<file path="src/rtl/riscv_muldiv_pkg.sv">
// -----------------------------------------------------------------------------
// riscv_muldiv_pkg
// Shared definitions for the EX-stage RV32M multiply/divide unit:
//   - default operand width (MD_XLEN)
//   - funct3 encodings of the M-extension operations
//   - controller state enum
//   - RISC-V divide corner-case constants (MIN_INT, ALL_ONES)
// Optional feature macro used by the unit: MULDIV_ZERO_SKIP_EN
// -----------------------------------------------------------------------------
package riscv_muldiv_pkg;

  localparam int unsigned MD_XLEN = 32;

  // funct3 encodings of the M-extension operations
  localparam logic [2:0] OP_MUL    = 3'd0;
  localparam logic [2:0] OP_MULH   = 3'd1;
  localparam logic [2:0] OP_MULHSU = 3'd2;
  localparam logic [2:0] OP_MULHU  = 3'd3;
  localparam logic [2:0] OP_DIV    = 3'd4;
  localparam logic [2:0] OP_DIVU   = 3'd5;
  localparam logic [2:0] OP_REM    = 3'd6;
  localparam logic [2:0] OP_REMU   = 3'd7;

  // Corner-case constants at the default width
  localparam logic [MD_XLEN-1:0] MIN_INT  = {1'b1, {(MD_XLEN-1){1'b0}}};
  localparam logic [MD_XLEN-1:0] ALL_ONES = {MD_XLEN{1'b1}};

  typedef enum logic [1:0] {
    ST_IDLE = 2'd0,
    ST_CALC = 2'd1,
    ST_DONE = 2'd2
  } muldiv_state_t;

endpackage

</file>
<file path="src/rtl/muldiv_operand_prep.sv">
// -----------------------------------------------------------------------------
// muldiv_operand_prep
// Combinational operand conditioning for the iterative multiply/divide unit.
// Decides per-op signedness, converts both operands to magnitudes, produces the
// sign to apply to the final result and detects the single-cycle cases.
//
// Ports:
//   i_op             funct3 of the M-extension operation
//   i_rs1 / i_rs2    forwarded source operands
//   o_absRs1/2       operand magnitudes (unsigned)
//   o_negResult      final result must be negated (product / quotient sign,
//                    or dividend sign for REM)
//   o_special        operation completes without iterating
//   o_specialResult  result to use when o_special is set
//
// Optional feature macro: MULDIV_ZERO_SKIP_EN
//   When defined, a multiply with a zero operand or a divide of zero by a
//   nonzero divisor is also reported as a single-cycle case with result 0.
// -----------------------------------------------------------------------------
module muldiv_operand_prep
  import riscv_muldiv_pkg::*;
#(
  parameter int XLEN = MD_XLEN
) (
  input  logic [2:0]      i_op,
  input  logic [XLEN-1:0] i_rs1,
  input  logic [XLEN-1:0] i_rs2,
  output logic [XLEN-1:0] o_absRs1,
  output logic [XLEN-1:0] o_absRs2,
  output logic            o_negResult,
  output logic            o_special,
  output logic [XLEN-1:0] o_specialResult
);

  localparam logic [XLEN-1:0] MIN_VAL  = {1'b1, {(XLEN-1){1'b0}}};
  localparam logic [XLEN-1:0] ONES_VAL = {XLEN{1'b1}};

  logic w_isDiv;
  logic w_isRem;
  logic w_rs1Signed;
  logic w_rs2Signed;
  logic w_rs1Neg;
  logic w_rs2Neg;
  logic w_divZero;
  logic w_overflow;
  logic w_zeroSkip;

  assign w_isDiv = i_op[2];
  assign w_isRem = i_op[2] & i_op[1];

  // MUL is treated as unsigned: its low half is identical either way
  assign w_rs1Signed = (i_op == OP_MULH) | (i_op == OP_MULHSU) |
                       (i_op == OP_DIV)  | (i_op == OP_REM);
  assign w_rs2Signed = (i_op == OP_MULH) | (i_op == OP_DIV) | (i_op == OP_REM);

  assign w_rs1Neg = w_rs1Signed & i_rs1[XLEN-1];
  assign w_rs2Neg = w_rs2Signed & i_rs2[XLEN-1];

  // Negating MIN_VAL yields MIN_VAL, which is the correct unsigned magnitude
  assign o_absRs1 = w_rs1Neg ? (~i_rs1 + 1'b1) : i_rs1;
  assign o_absRs2 = w_rs2Neg ? (~i_rs2 + 1'b1) : i_rs2;

  // Remainder takes the dividend sign; product and quotient take the XOR
  assign o_negResult = w_isRem ? w_rs1Neg : (w_rs1Neg ^ w_rs2Neg);

  assign w_divZero  = w_isDiv & (i_rs2 == '0);
  // Only the signed ops (DIV, REM) have funct3 bit 0 clear
  assign w_overflow = w_isDiv & ~i_op[0] & (i_rs1 == MIN_VAL) & (i_rs2 == ONES_VAL);

`ifdef MULDIV_ZERO_SKIP_EN
  assign w_zeroSkip = w_isDiv ? ((i_rs1 == '0) & (i_rs2 != '0))
                              : ((i_rs1 == '0) | (i_rs2 == '0));
`else
  assign w_zeroSkip = 1'b0;
`endif

  assign o_special = w_divZero | w_overflow | w_zeroSkip;

  // Divide-by-zero wins over the zero-skip result (0/0 still yields all ones)
  assign o_specialResult = w_divZero  ? (i_op[1] ? i_rs1 : ONES_VAL) :
                           w_overflow ? (i_op[1] ? '0 : MIN_VAL) :
                           '0;

endmodule

</file>
<file path="src/rtl/ex_muldiv_unit.sv">
// -----------------------------------------------------------------------------
// ex_muldiv_unit
// Iterative RV32M multiply/divide unit sitting after the ID/EX register.
// A radix-2 shift-add multiplier and a restoring divider share one adder and
// one accumulator/low-word register pair. Divide corner cases finish in one
// cycle. Operands are latched at start so upstream need not hold them.
//
// Ports:
//   clk, rst_n        clock, synchronous active-low reset
//   start_i           M-extension instruction present (sampled in IDLE only)
//   op_i              funct3 of the operation
//   rs1_data_i        dividend / multiplicand
//   rs2_data_i        divisor / multiplier
//   flush_i           abort any operation, no done_o
//   busy_o            iterating
//   done_o            result valid, one cycle
//   result_o          result, held until replaced by the next completion
//   stall_req_o       pipeline stall while accepting or iterating
//
// Optional feature macro: MULDIV_ZERO_SKIP_EN (handled in muldiv_operand_prep)
// -----------------------------------------------------------------------------
module ex_muldiv_unit
  import riscv_muldiv_pkg::*;
#(
  parameter int XLEN = MD_XLEN
) (
  input  logic            clk,
  input  logic            rst_n,
  input  logic            start_i,
  input  logic [2:0]      op_i,
  input  logic [XLEN-1:0] rs1_data_i,
  input  logic [XLEN-1:0] rs2_data_i,
  input  logic            flush_i,
  output logic            busy_o,
  output logic            done_o,
  output logic [XLEN-1:0] result_o,
  output logic            stall_req_o
);

  localparam int CW = $clog2(XLEN);
  localparam logic [CW-1:0] LAST_ITER = CW'(XLEN - 1);

  muldiv_state_t   r_state;
  logic            r_busy;
  logic            r_done;
  logic [XLEN-1:0] r_result;
  logic [XLEN-1:0] r_acc;
  logic [XLEN-1:0] r_lo;
  logic [XLEN-1:0] r_b;
  logic [CW-1:0]   r_count;
  logic [2:0]      r_op;
  logic            r_neg;

  logic [XLEN-1:0]   w_absRs1;
  logic [XLEN-1:0]   w_absRs2;
  logic              w_negResult;
  logic              w_special;
  logic [XLEN-1:0]   w_specialResult;
  logic              w_isDiv;
  logic [XLEN:0]     w_opA;
  logic [XLEN:0]     w_addend;
  logic [XLEN:0]     w_sum;
  logic [XLEN-1:0]   w_nextAcc;
  logic [XLEN-1:0]   w_nextLo;
  logic [2*XLEN-1:0] w_prod;
  logic [2*XLEN-1:0] w_prodSigned;
  logic [XLEN-1:0]   w_mulResult;
  logic [XLEN-1:0]   w_divRaw;
  logic [XLEN-1:0]   w_divResult;
  logic [XLEN-1:0]   w_final;

  muldiv_operand_prep #(
    .XLEN (XLEN)
  ) u_prep (
    .i_op            (op_i),
    .i_rs1           (rs1_data_i),
    .i_rs2           (rs2_data_i),
    .o_absRs1        (w_absRs1),
    .o_absRs2        (w_absRs2),
    .o_negResult     (w_negResult),
    .o_special       (w_special),
    .o_specialResult (w_specialResult)
  );

  // Shared adder. Multiply: acc + (multiplier LSB ? multiplicand : 0).
  // Divide: {acc, next dividend bit} - divisor, with bit XLEN as the borrow.
  assign w_isDiv  = r_op[2];
  assign w_opA    = w_isDiv ? {r_acc, r_lo[XLEN-1]} : {1'b0, r_acc};
  assign w_addend = w_isDiv ? ~{1'b0, r_b} : (r_lo[0] ? {1'b0, r_b} : '0);
  assign w_sum    = w_opA + w_addend + {{XLEN{1'b0}}, w_isDiv};

  // Multiply shifts the {acc, lo} pair right; divide shifts it left and
  // restores the partial remainder when the subtraction borrowed.
  assign w_nextAcc = w_isDiv ? (w_sum[XLEN] ? w_opA[XLEN-1:0] : w_sum[XLEN-1:0])
                             : w_sum[XLEN:1];
  assign w_nextLo  = w_isDiv ? {r_lo[XLEN-2:0], ~w_sum[XLEN]}
                             : {w_sum[0], r_lo[XLEN-1:1]};

  // Final result from the values produced by the last iteration
  assign w_prod       = {w_nextAcc, w_nextLo};
  assign w_prodSigned = r_neg ? (~w_prod + 1'b1) : w_prod;
  assign w_mulResult  = (r_op == OP_MUL) ? w_prodSigned[XLEN-1:0]
                                         : w_prodSigned[2*XLEN-1:XLEN];
  assign w_divRaw     = r_op[1] ? w_nextAcc : w_nextLo;
  assign w_divResult  = r_neg ? (~w_divRaw + 1'b1) : w_divRaw;
  assign w_final      = w_isDiv ? w_divResult : w_mulResult;

  // Controller and datapath registers. Flush returns to IDLE without touching
  // the result; start is only looked at in IDLE.
  always_ff @(posedge clk) begin
    if (!rst_n) begin
      r_state  <= ST_IDLE;
      r_busy   <= 1'b0;
      r_done   <= 1'b0;
      r_result <= '0;
      r_acc    <= '0;
      r_lo     <= '0;
      r_b      <= '0;
      r_count  <= '0;
      r_op     <= OP_MUL;
      r_neg    <= 1'b0;
    end else if (flush_i) begin
      r_state <= ST_IDLE;
      r_busy  <= 1'b0;
      r_done  <= 1'b0;
      r_count <= '0;
    end else begin
      case (r_state)
        ST_IDLE: begin
          r_done <= 1'b0;
          if (start_i) begin
            r_op    <= op_i;
            r_neg   <= w_negResult;
            r_count <= '0;
            if (w_special) begin
              r_result <= w_specialResult;
              r_state  <= ST_DONE;
              r_done   <= 1'b1;
            end else begin
              r_acc   <= '0;
              // Multiply shifts the multiplier through lo; divide shifts the
              // dividend through lo and keeps the divisor in b.
              r_lo    <= op_i[2] ? w_absRs1 : w_absRs2;
              r_b     <= op_i[2] ? w_absRs2 : w_absRs1;
              r_state <= ST_CALC;
              r_busy  <= 1'b1;
            end
          end
        end
        ST_CALC: begin
          r_acc <= w_nextAcc;
          r_lo  <= w_nextLo;
          if (r_count == LAST_ITER) begin
            r_count  <= '0;
            r_result <= w_final;
            r_state  <= ST_DONE;
            r_busy   <= 1'b0;
            r_done   <= 1'b1;
          end else begin
            r_count <= r_count + CW'(1);
          end
        end
        ST_DONE: begin
          r_state <= ST_IDLE;
          r_done  <= 1'b0;
        end
        default: begin
          r_state <= ST_IDLE;
          r_busy  <= 1'b0;
          r_done  <= 1'b0;
        end
      endcase
    end
  end

  assign busy_o      = r_busy;
  assign done_o      = r_done;
  assign result_o    = r_result;
  // Dropped in DONE so the pipeline advances while the result is consumed
  assign stall_req_o = ((r_state == ST_IDLE) & start_i & ~flush_i) | (r_state == ST_CALC);

endmodule

</file>
<file path="config.mk">
export PLATFORM = sky130hd
export DESIGN_NAME = ex_muldiv_unit
export DESIGN_NICKNAME = d
export VERILOG_FILES = /design/src/rtl/riscv_muldiv_pkg.sv /design/src/rtl/muldiv_operand_prep.sv /design/src/rtl/ex_muldiv_unit.sv
export SDC_FILE = /design/constraint.sdc
export NUM_CORES = 1
export LEC_CHECK = 0
export BUFFER_PORTS_ARGS = -buffer_cell sky130_fd_sc_hd__buf_2
export CAP_MARGIN = 15
export CORE_ASPECT_RATIO = 1.75
export CORE_MARGIN = 2
export CORE_UTILIZATION = 30
export CTS_CLUSTER_DIAMETER = 200
export DETAILED_ROUTE_END_ITERATION = 16
export PLACE_DENSITY = 0.53
export SYNTH_ARGS = -nofsm -noshare
export SYNTH_HDL_FRONTEND = slang
export SYNTH_HIERARCHICAL = 1
export SYNTH_SLANG_ARGS = --single-unit
</file>
<file path="constraint.sdc">
create_clock -name clk -period 9.4 [get_ports clk]
set_input_delay 0.94 -clock clk [delete_from_list [all_inputs] [get_ports clk]]
set_output_delay 0.94 -clock clk [all_outputs]
set_load 0.02 [all_outputs]
</file>
# --- After elaboration in Yosys (flattened, before gate mapping) ---
# Index checks and enable logic that the tools add are counted.
word_totals:
  out_inout_bits: 35
  in_bits: 71
  ff_bits: 141
classes:
  n_addsub: 7
  n_bitwise: 28
  eq_ne: 13
  muxes: 45
  n_reduce_logical: 12
ops:
  columns: ["op", "count"]
  rows:
  - ["32-bit 2-to-1 mux", 23]
  - ["32-bit one-hot mux with 2 select lines", 3]
  - ["32-bit by 1-bit adder with 32-bit output (second input constant)", 3]
  - ["32-bit NOT", 3]
  - ["33-bit 2-to-1 mux", 2]
  - ["64-bit by 1-bit adder with 64-bit output (second input constant)", 1]
  - ["32-bit == test (second input constant)", 2]
  - ["64-bit 2-to-1 mux", 1]
  - ["64-bit NOT", 1]
  - ["33-bit by 1-bit adder with 33-bit output", 1]
  - ["33-bit adder", 1]
  - ["32-bit NOT with 33-bit output", 1]
  - ["32-bit zero test", 1]
  - ["4-bit AND reduction", 3]
  - ["5-bit 2-to-1 mux", 2]
  - ["5-bit one-hot mux with 2 select lines", 1]
  - ["1-bit bitwise AND", 9]
  - ["1-bit 2-to-1 mux", 7]
  - ["1-bit bitwise OR", 7]
  - ["3-bit == test (second input constant)", 2]
  - ["2-bit 2-to-1 mux", 3]
  - ["2-bit inequality test (second input constant)", 3]
  - ["1-bit NOT", 6]
  - ["5-bit by 1-bit adder with 5-bit output (second input constant)", 1]
  - ["other kinds (17)", 18]

# --- Depth between registers and ports, before layout ---
# Gate-level depths: netlist of the first run.
logic_depth:
  ltp_word: 13
  mapped_depth: 36

# --- By module ---
# The synthesis of the first run kept the hierarchy.
by_module_without_submodules:
  columns: ["module", "n_inst", "cells_per_inst", "area_each_um2", "seq_area_each_um2"]
  rows:
  - ["ex_muldiv_unit", 1, 2116, 15362.2, 2822.7]
  - ["muldiv_operand_prep", 1, 280, 1740.4, 0.0]

# --- Worst setup path after synthesis of the first run ---
# OpenSTA, ideal clock, no wires.
synth_timing:
  kind: "register to register"
  startpoint: "reg r_op[2]"
  endpoint: "reg r_result[28] (netlist: result_o[28])"
  setup_time_ps: 119
  required_ps: 9281
  stages_incl_launch_ff: 33
  setup_slack_ps: 777
  synth_period_minus_slack_ps: 8623
  arrival_time_ps: 8505
  path_cell_list: "dfxtp_1 clkbuf_2 buf_1 buf_1 clkbuf_1 buf_1 clkbuf_1 clkbuf_1 buf_1 clkbuf_1 buf_1 mux2_2 ha_1 buf_4 a21oi_2 o21ai_2 a2111oi_4 o21ai_2 or3_1 buf_6 buf_4 a31oi_1 ha_1 nand2_1 or2_0 or3_1 nor3_2 o2111ai_1 or4_1 nor4_1 mux2i_1 a31oi_1 o221a_2"
synth_via:
  elab_chain_len: 12
  word_cells_on_any_way: 20
  cone_classes: "4 x add/sub; 12 x mux; 3 x bitwise; 1 x reduce/logical"
synth_lines:
  columns: ["element", "line_no", "rtl"]
  rows:
  - ["from (decl)", "ex_muldiv_unit.sv:51", "logic [2:0] r_op;"]
  - ["from (signal assigned)", "ex_muldiv_unit.sv:132", "r_op <= op_i;"]
  - ["33-bit 2-to-1 mux (on tied branches)", "ex_muldiv_unit.sv:88, ex_muldiv_unit.sv:89", null]
  - ["33-bit adder", "ex_muldiv_unit.sv:90", "assign w_sum = w_opA + w_addend + {{XLEN{1'b0}}, w_isDiv};"]
  - ["33-bit by 1-bit adder with 33-bit output", "ex_muldiv_unit.sv:90", null]
  - ["32-bit 2-to-1 mux or 1-bit NOT (tied branches)", "ex_muldiv_unit.sv:94, ex_muldiv_unit.sv:96", null]
  - ["32-bit 2-to-1 mux (on tied branches)", "ex_muldiv_unit.sv:94, ex_muldiv_unit.sv:96", null]
  - ["64-bit NOT or 32-bit 2-to-1 mux (tied branches)", "ex_muldiv_unit.sv:101, ex_muldiv_unit.sv:104", null]
  - ["64-bit by 1-bit adder with 64-bit output or 32-bit NOT (tied branches)", "ex_muldiv_unit.sv:101, ex_muldiv_unit.sv:105", null]
  - ["64-bit 2-to-1 mux or 32-bit by 1-bit adder with 32-bit output (tied branches)", "ex_muldiv_unit.sv:101, ex_muldiv_unit.sv:105", null]
  - ["32-bit 2-to-1 mux (on tied branches)", "ex_muldiv_unit.sv:102, ex_muldiv_unit.sv:105", null]
  - ["32-bit 2-to-1 mux (*)", "ex_muldiv_unit.sv:106", "assign w_final = w_isDiv ? w_divResult : w_mulResult;"]
  - ["32-bit 2-to-1 mux (*)", "ex_muldiv_unit.sv:153", "if (r_count == LAST_ITER) begin"]
  - ["32-bit one-hot mux with 2 select lines (*)", "ex_muldiv_unit.sv:128", "case (r_state)"]
  - ["to (signal assigned)", "ex_muldiv_unit.sv:136", "r_result <= w_specialResult;"]
  - ["to (signal assigned)", "ex_muldiv_unit.sv:155", "r_result <= w_final;"]
  - ["to (decl)", "ex_muldiv_unit.sv:46", "logic [XLEN-1:0] r_result;"]
# Every way passes the cells marked *; elsewhere a longest branch is shown, timed or not. The select of a mux whose other input is x is not followed.
# A chain may end at the register's enable or synchronous reset.

# --- Final worst setup path of the first run ---
# Same ends and word-level chain as after synthesis.

==> results of run 1 <==
[layout make-up]
class                   instances  area [um^2]  share of cell area
inverters                      61          229              0.0122
flip-flops and latches        141         2830               0.151
well taps                     760          951              0.0508
repair buffers                143          837              0.0447
clock inverters                14          159             0.00849
clock buffers                  18          439              0.0235
multi-input cells            1996        13300               0.709
[routing by layer]
metal / wire, um / share of wire / global-route usage / vias to the layer above
met1: 29400 / 0.36 / 0.290 / 9033
met4: 8500 / 0.10 / 0.244 / 0
met5: 0 / 0 / 0 / -
met2: 40500 / 0.49 / 0.482 / 797
met3: 3640 / 0.044 / 0.0221 / 258
li1: - / - / - / 8808
[worst max-delay path, delay by kind of cell (launching register included)]
kind	cells	cell delay (ns)
buf+inv	1	0.45
simple gates	7	2.57
mux	2	0.68
compound gates	8	2.38
fa+ha+maj	2	0.80
flops	1	0.63
[registers in the layout (all words and copies together), names as in the netlist]
signal,count
r_acc,32
r_b,32
r_lo,32
result_o,32
r_count,5
r_op,3
r_state,2
busy_o,1
done_o,1
r_neg,1
[synthesized netlist by cell type, types with 14 or more instances]
| cell | n | area (um^2) |
|---|---|---|
| nand2_1 | 274 | 1030 |
| a21oi_1 | 176 | 881 |
| o21ai_0 | 176 | 881 |
| nor2_1 | 160 | 601 |
| dfxtp_1 | 141 | 2820 |
| clkbuf_1 | 140 | 526 |
| xnor2_1 | 104 | 911 |
| mux2i_1 | 93 | 931 |
| nor2b_1 | 89 | 557 |
| nor3_1 | 75 | 375 |
| a211oi_1 | 72 | 541 |
| inv_1 | 59 | 221 |
| nand3_1 | 56 | 280 |
| mux2_2 | 52 | 586 |
| nand4_1 | 43 | 269 |
| ha_1 | 39 | 488 |
| o31ai_1 | 38 | 285 |
| o211a_1 | 35 | 350 |
| a31oi_1 | 34 | 213 |
| xor2_1 | 34 | 298 |
| a22oi_1 | 30 | 225 |
| o211ai_1 | 28 | 210 |
| buf_1 | 27 | 101 |
| a21o_1 | 24 | 180 |
| nor4_1 | 22 | 138 |
| nand2b_1 | 20 | 125 |
| and2_1 | 19 | 119 |
| or2_2 | 18 | 113 |
| and3_1 | 17 | 106 |
| a221oi_1 | 14 | 123 |
| buf_2 | 14 | 70.1 |
| o21a_1 | 14 | 105 |
| o221ai_1 | 14 | 123 |
| or3_1 | 14 | 87.6 |
[worst paths after layout]
check               from      endpoint  slack (ns)  cells past startpoint
max              r_op[2]  result_o[28]        1.67                     20
min          result_o[1]   result_o[1]        0.46                      2
min reg2reg  result_o[1]   result_o[1]        0.46                      2
max reg2reg      r_op[2]  result_o[28]        1.67                     20
[kinds of logic (layout without fill, tap and decap cells)]
group                    Yosys count  after routing  synth area share
adder cells (fa/ha/maj)           41             41            0.0309
AO/OA/AOI/OAI                    794            794             0.321
buffers and inverters            259            236            0.0622
multiplexers                     149            149            0.0931
flip-flops                       141            141             0.165
XOR/XNOR                         138            138            0.0707
AND/OR/NAND/NOR                  874            874             0.257
[power by group]
part	internal [mW]	switching, mW	total, mW
clock	0.403	0.327	0.731
sequential	0.620	0.0401	0.660
combinational	0.246	0.507	0.753
total	1.27	0.875	2.14
==> results.md, run 1 <==
- Status: finished, final reports clean
- Final WL: 82.0 mm
- First-pass GRT wire length: 120 mm
- Sequential fraction of the synthesis area: 0.165
- Place WS: 1.78 ns
- Crit-path max FO: 116
- Fmax: 129 MHz
- Rows: 115
- Antenna violations before repair: 1
- Max Cap Viol: 0
- Detailed-placement wirelength estimate: 64.9 mm
- Antenna-violating nets left: 0
- Hold WC Path Type: flop to flop
- Hold_buf cts: 0
- IO Port Bufs: 105
- Hold Fails Final Rpt: 0
- RSZ-0062 raised after global routing: no
- Ys Warns: 6
- CTS Buf Count: 17
- P per Cell Area: 115 nW/um^2
- Post-synth EDFFs: 0
- Peak supply drop: 0.133 mV
- Total power: 2.14 mW
- Nets: 2472
- Fin. max-slew vios: 0
- WS Path Type: flop to flop
- IO Pins: 106
- Ys async rst share: 0
- Maximum root-to-sink buffer count: 2
- CP peak stage delay: 0.68 ns
- Most frequent cells in the layout: 274 x nand2_1, 176 x o21ai_0, 176 x a21oi_1, 157 x nor2_1, 138 x dfxtp_1
- Synthesized Nets: 2508
- Hold_ws: 0.464 ns
- Worst-path clk slew: 0.07 ns
- Routed vias/inst: 6.03
- CTS tree: built
- Setup TNS: 0 ns
- Post-CTS resize count: 0
- Drt pass-1 iters: 8
- Total GRT Usage: 0.274
- Final period util: 0.823
- DRC Markers: 0
- Commonest non-fill, non-tap cell in the layout: nand2_1
- Top_reg_cell synth: dfxtp_1
- CP Cell Sequence: buf_12 -> mux2_2 -> ha_1 -> a21oi_4 -> o21ai_2 -> a2111oi_4 -> o21ai_2 -> or3_1 -> a31oi_1 -> ha_1 -> nand2_1 -> or2_0 -> or3_1 -> nor3_2 -> o2111ai_1 -> or4_1 -> nor4_1 -> mux2i_1 -> a31oi_1 -> o221a_2
- Mapped cell area: 17100 um^2
- GRT Residual Overflow: 0
- Final instance count without filler cells: 3133
- Max-slew headroom: 0.105
- CTS H-Tree Depth: 4
- Initial Utilization: 0.304
- Placed cells: 3101
- Largest net degree at the start of global routing: 117
- Measured slew at the worst slew-check pin: 1.33 ns
- Placer congestion estimate: 1.04
- Area after DPL: 18100 um^2
- WP data arrival: 8.09 ns
- #FFs+latches synth: 141
- Vert. Die Dim: 320 um
- Post-route minimum period: 7.73 ns
- Unique masters post-synth: 119
- ANT cells: 0
- Avg Inst Size Synth: 7.14 um^2
- Vias in the first global route: 18300
- Slowest cell on crit path: or4_1
- Share of layout cells above drive strength 1: 0.133
- Final setup fails: 0
- Endpoint class of the critical path: flop
- Clk Latency, worst-skew pair: 0.47 ns
- Crit path required time: 9.76 ns
- Root buf cell: clkbuf_16
- Post-layout util: 0.333
- Cells after synthesis: 2396
- Routed via count: 18900
- Fill count: 6138
- Iteration-0 DRC Markers: 1666
- Clock Sinks: 141
- Post-CTS Repair Setup Buffers: 0
- Layout area overhead: 9.40%
- Layout Skew: 0.0118 ns
- Die footprint: 59000 um^2
- Static Leak: 7.26 nW
- Final Instance Area: 18700 um^2
- Core area: 56300 um^2
- Setup ws final: 1.67 ns
- DR WL/cell: 26.2 um
- Die W: 184 um
- Crit start category: flop
Power figures use the tool's default switching activity.
==> run 2: changes to the inputs <==
--- a/config.mk
+++ b/config.mk
@@ -12,7 +12,7 @@
 export CORE_UTILIZATION = 30
 export CTS_CLUSTER_DIAMETER = 200
 export DETAILED_ROUTE_END_ITERATION = 16
-export PLACE_DENSITY = 0.53
+export PLACE_DENSITY = 0.55
 export SYNTH_ARGS = -nofsm -noshare
 export SYNTH_HDL_FRONTEND = slang
 export SYNTH_HIERARCHICAL = 1
==> constraint.sdc (replaced) <==
create_clock -name clk -period 6.74 [get_ports clk]
set_input_delay 0.674 -clock clk [delete_from_list [all_inputs] [get_ports clk]]
set_output_delay 0.674 -clock clk [all_outputs]
set_load 0.02 [all_outputs]
==> run 2 against run 1 <==
Sequential cell count unchanged. Sequential share of layout area is 0.37 points lower. Non-clock buffer count grew 43. Combinational power rose by 43%. Via count increased by 1.5%. First-iteration DRC count shrank 9.5%. Critical endpoint is now result_o[26].
==> results.md, run 2 (synthesized netlist as in run 1, its figures left out) <==
- CTS H-Tree Depth: 4 (unchanged)
- Crit-path max FO: 27 (was 116)
- Measured slew at the worst slew-check pin: 1.25 ns (was 1.33 ns)
- Status: finished, final reports clean (unchanged)
- Placer congestion estimate: 1.04 (about the same)
- Post-route minimum period: 6.51 ns (was 7.73 ns)
- CTS tree: built (unchanged)
- Share of layout cells above drive strength 1: 0.154 (was 0.133)
- Layout area overhead: 12.1% (was 9.40%)
- Register-to-Register Path Depth: 17 (was 20)
- Fmax: 154 MHz (was 129 MHz)
- Largest net degree at the start of global routing: 96 (was 117)
- Root buf cell: clkbuf_16 (unchanged)
- GRT Residual Overflow: 0 (unchanged)
- Layout Skew: 0.0159 ns (was 0.0118 ns)
- Hold_buf cts: 0 (unchanged)
- Rows: 115 (unchanged)
- Max-slew headroom: 0.156 (was 0.105)
- Static Leak: 7.53 nW (was 7.26 nW)
- Core area: 56300 um^2 (unchanged)
- Setup crit end: result_o[26] (was result_o[28])
- Commonest non-fill, non-tap cell in the layout: nand2_1 (unchanged)
- Max Cap Viol: 0 (unchanged)
- Routed vias/inst: 6.04 (was 6.03)
- Detailed-placement wirelength estimate: 65.5 mm (was 64.9 mm)
- P per Cell Area: 161 nW/um^2 (was 115 nW/um^2)
- Crit path required time: 7.10 ns (was 9.76 ns)
- First-pass GRT wire length: 123 mm (was 120 mm)
- CTS Buf Count: 17 (unchanged)
- CP startpoint: r_op[2] (unchanged)
- Worst r2r src: r_op[2] (unchanged)
- Vert. Die Dim: 320 um (unchanged)
- Footprint of the multi-input gates: 13400 um^2 (was 13300 um^2)
- Hold WC Path Type: flop to flop (unchanged)
- WP data arrival: 6.86 ns (was 8.09 ns)
- R2R setup slack: 0.23 ns (was 1.67 ns)
- FF-to-FF End: result_o[26] (was result_o[28])
- Hold Fails Final Rpt: 0 (unchanged)
- Worst-path clk slew: 0.08 ns (was 0.07 ns)
- RSZ-0062 raised after global routing: no (unchanged)
- Antenna-violating nets left: 0 (unchanged)
- Final period util: 0.965 (was 0.823)
- Clock Sinks: 141 (unchanged)
- Endpoint class of the critical path: flop (unchanged)
- IO Port Bufs: 105 (unchanged)
- Routed via count: 19200 (was 18900)
- Die footprint: 59000 um^2 (unchanged)
- Maximum root-to-sink buffer count: 2 (unchanged)
- Fin. max-slew vios: 0 (unchanged)
- Most frequent cells in the layout: 273 x nand2_1, 176 x o21ai_0, 175 x a21oi_1, 154 x nor2_1, 138 x dfxtp_1 (was 274 x nand2_1, 176 x o21ai_0, 176 x a21oi_1, 157 x nor2_1, 138 x dfxtp_1)
- Final setup fails: 0 (unchanged)
- IO Pins: 106 (unchanged)
- Final WL: 83.4 mm (was 82.0 mm)
- DR WL/cell: 26.3 um (was 26.2 um)
- Crit start category: flop (unchanged)
- Die W: 184 um (unchanged)
- ANT cells: 0 (unchanged)
- Peak supply drop: 0.187 mV (was 0.133 mV)
- Vias in the first global route: 18600 (was 18300)
- Nets: 2515 (was 2472)
- Drt pass-1 iters: 8 (unchanged)
- Setup TNS: 0 ns (unchanged)
- Fill count: 6116 (was 6138)
- Area after DPL: 18500 um^2 (was 18100 um^2)
- Final Instance Area: 19200 um^2 (was 18700 um^2)
- Iteration-0 DRC Markers: 1507 (was 1666)
- Antenna violations before repair: 1 (unchanged)
- Clk Latency, worst-skew pair: 0.47 ns (about the same)
- Register Area: 2830 um^2 (unchanged)
- DRC Markers: 0 (unchanged)
- WS Path Type: flop to flop (unchanged)
- Total GRT Usage: 0.279 (was 0.274)
- Initial Utilization: 0.304 (unchanged)
run 2: changes by cell type in the layout (fill, tap and decap cells not counted), sizes merged:
cell	previous run	this run
clkbuf	18	17
inv	66	68
clkinvlp	4	0
buf	143	186
clkinv	3	5
bufinv	2	3
run 2: per-layer routing:
layer  up-vias  global-route usage  wire length, um
met1      9261               0.302            30700
met2       808               0.507            42400
met5         -                   0               13
met3       206              0.0239             3830
met4         2               0.192             6450
li1       8895                   -                -
run 2: power by group:
part	total [mW]	internal, mW	switching [mW]
logic	1.08	0.364	0.719
registers	0.924	0.864	0.0597
clock network	1.07	0.597	0.475
run 2: timing repair:
item,4_1_cts,5_1_grt
setup endpoints to repair,0,2
hold endpoints to repair,0,0
setup buffers,0,0
resized for setup,0,3
run 2: how the worst min path moves through the flow:
stage,cells past startpoint,end,startpoint,slack [ns]
4_1_cts,1,result_o[13],result_o[13],0.46
6_report,1,result_o[13],result_o[13],0.46
3_3_place_gp,1,result_o[13],result_o[13],0.44
2_1_floorplan,2,r_op[0],r_op[0],0.45
5_1_grt,1,result_o[13],result_o[13],0.50
3_5_place_dp,1,result_o[13],result_o[13],0.44
run 2: cell type report:
class	count	share of cell area
Multi-Input combinational cell	1996	0.697
Sequential cell	141	0.148
Timing Repair Buffer	186	0.0613
Tap cell	760	0.0496
Clock buffer	17	0.0222
Inverter	61	0.0119
Clock inverter	15	0.0104
run 2: per-stage QoR:
step	utilization	hold slack (ns)	power (mW)	cells	setup WS [ns]
global route	0.341	0.497	3.19	3176	0.0456
CTS	0.341	0.458	3.07	3176	0.241
finish	0.341	0.459	3.08	3176	0.233
global placement	0.330	0.439	1.99	3144	0.372
floorplan	-	0.453	1.62	2396	0.00711
detailed placement	0.330	0.440	2.00	3144	0.265
run 2: critical path, cell delays in order (launching register included):
cell	delay, ns
dfxtp_4	0.48
buf_4	0.34
mux2_2	0.38
ha_1	0.46
and4_1	0.41
nand3_1	0.13
and4bb_1	0.41
a21boi_4	0.29
or3_1	0.21
buf_4	0.38
nand2_4	0.32
a311oi_2	0.41
nand3_1	0.26
or4b_1	0.75
or4_1	0.57
a22o_1	0.24
a211oi_1	0.21
o21ai_1	0.10
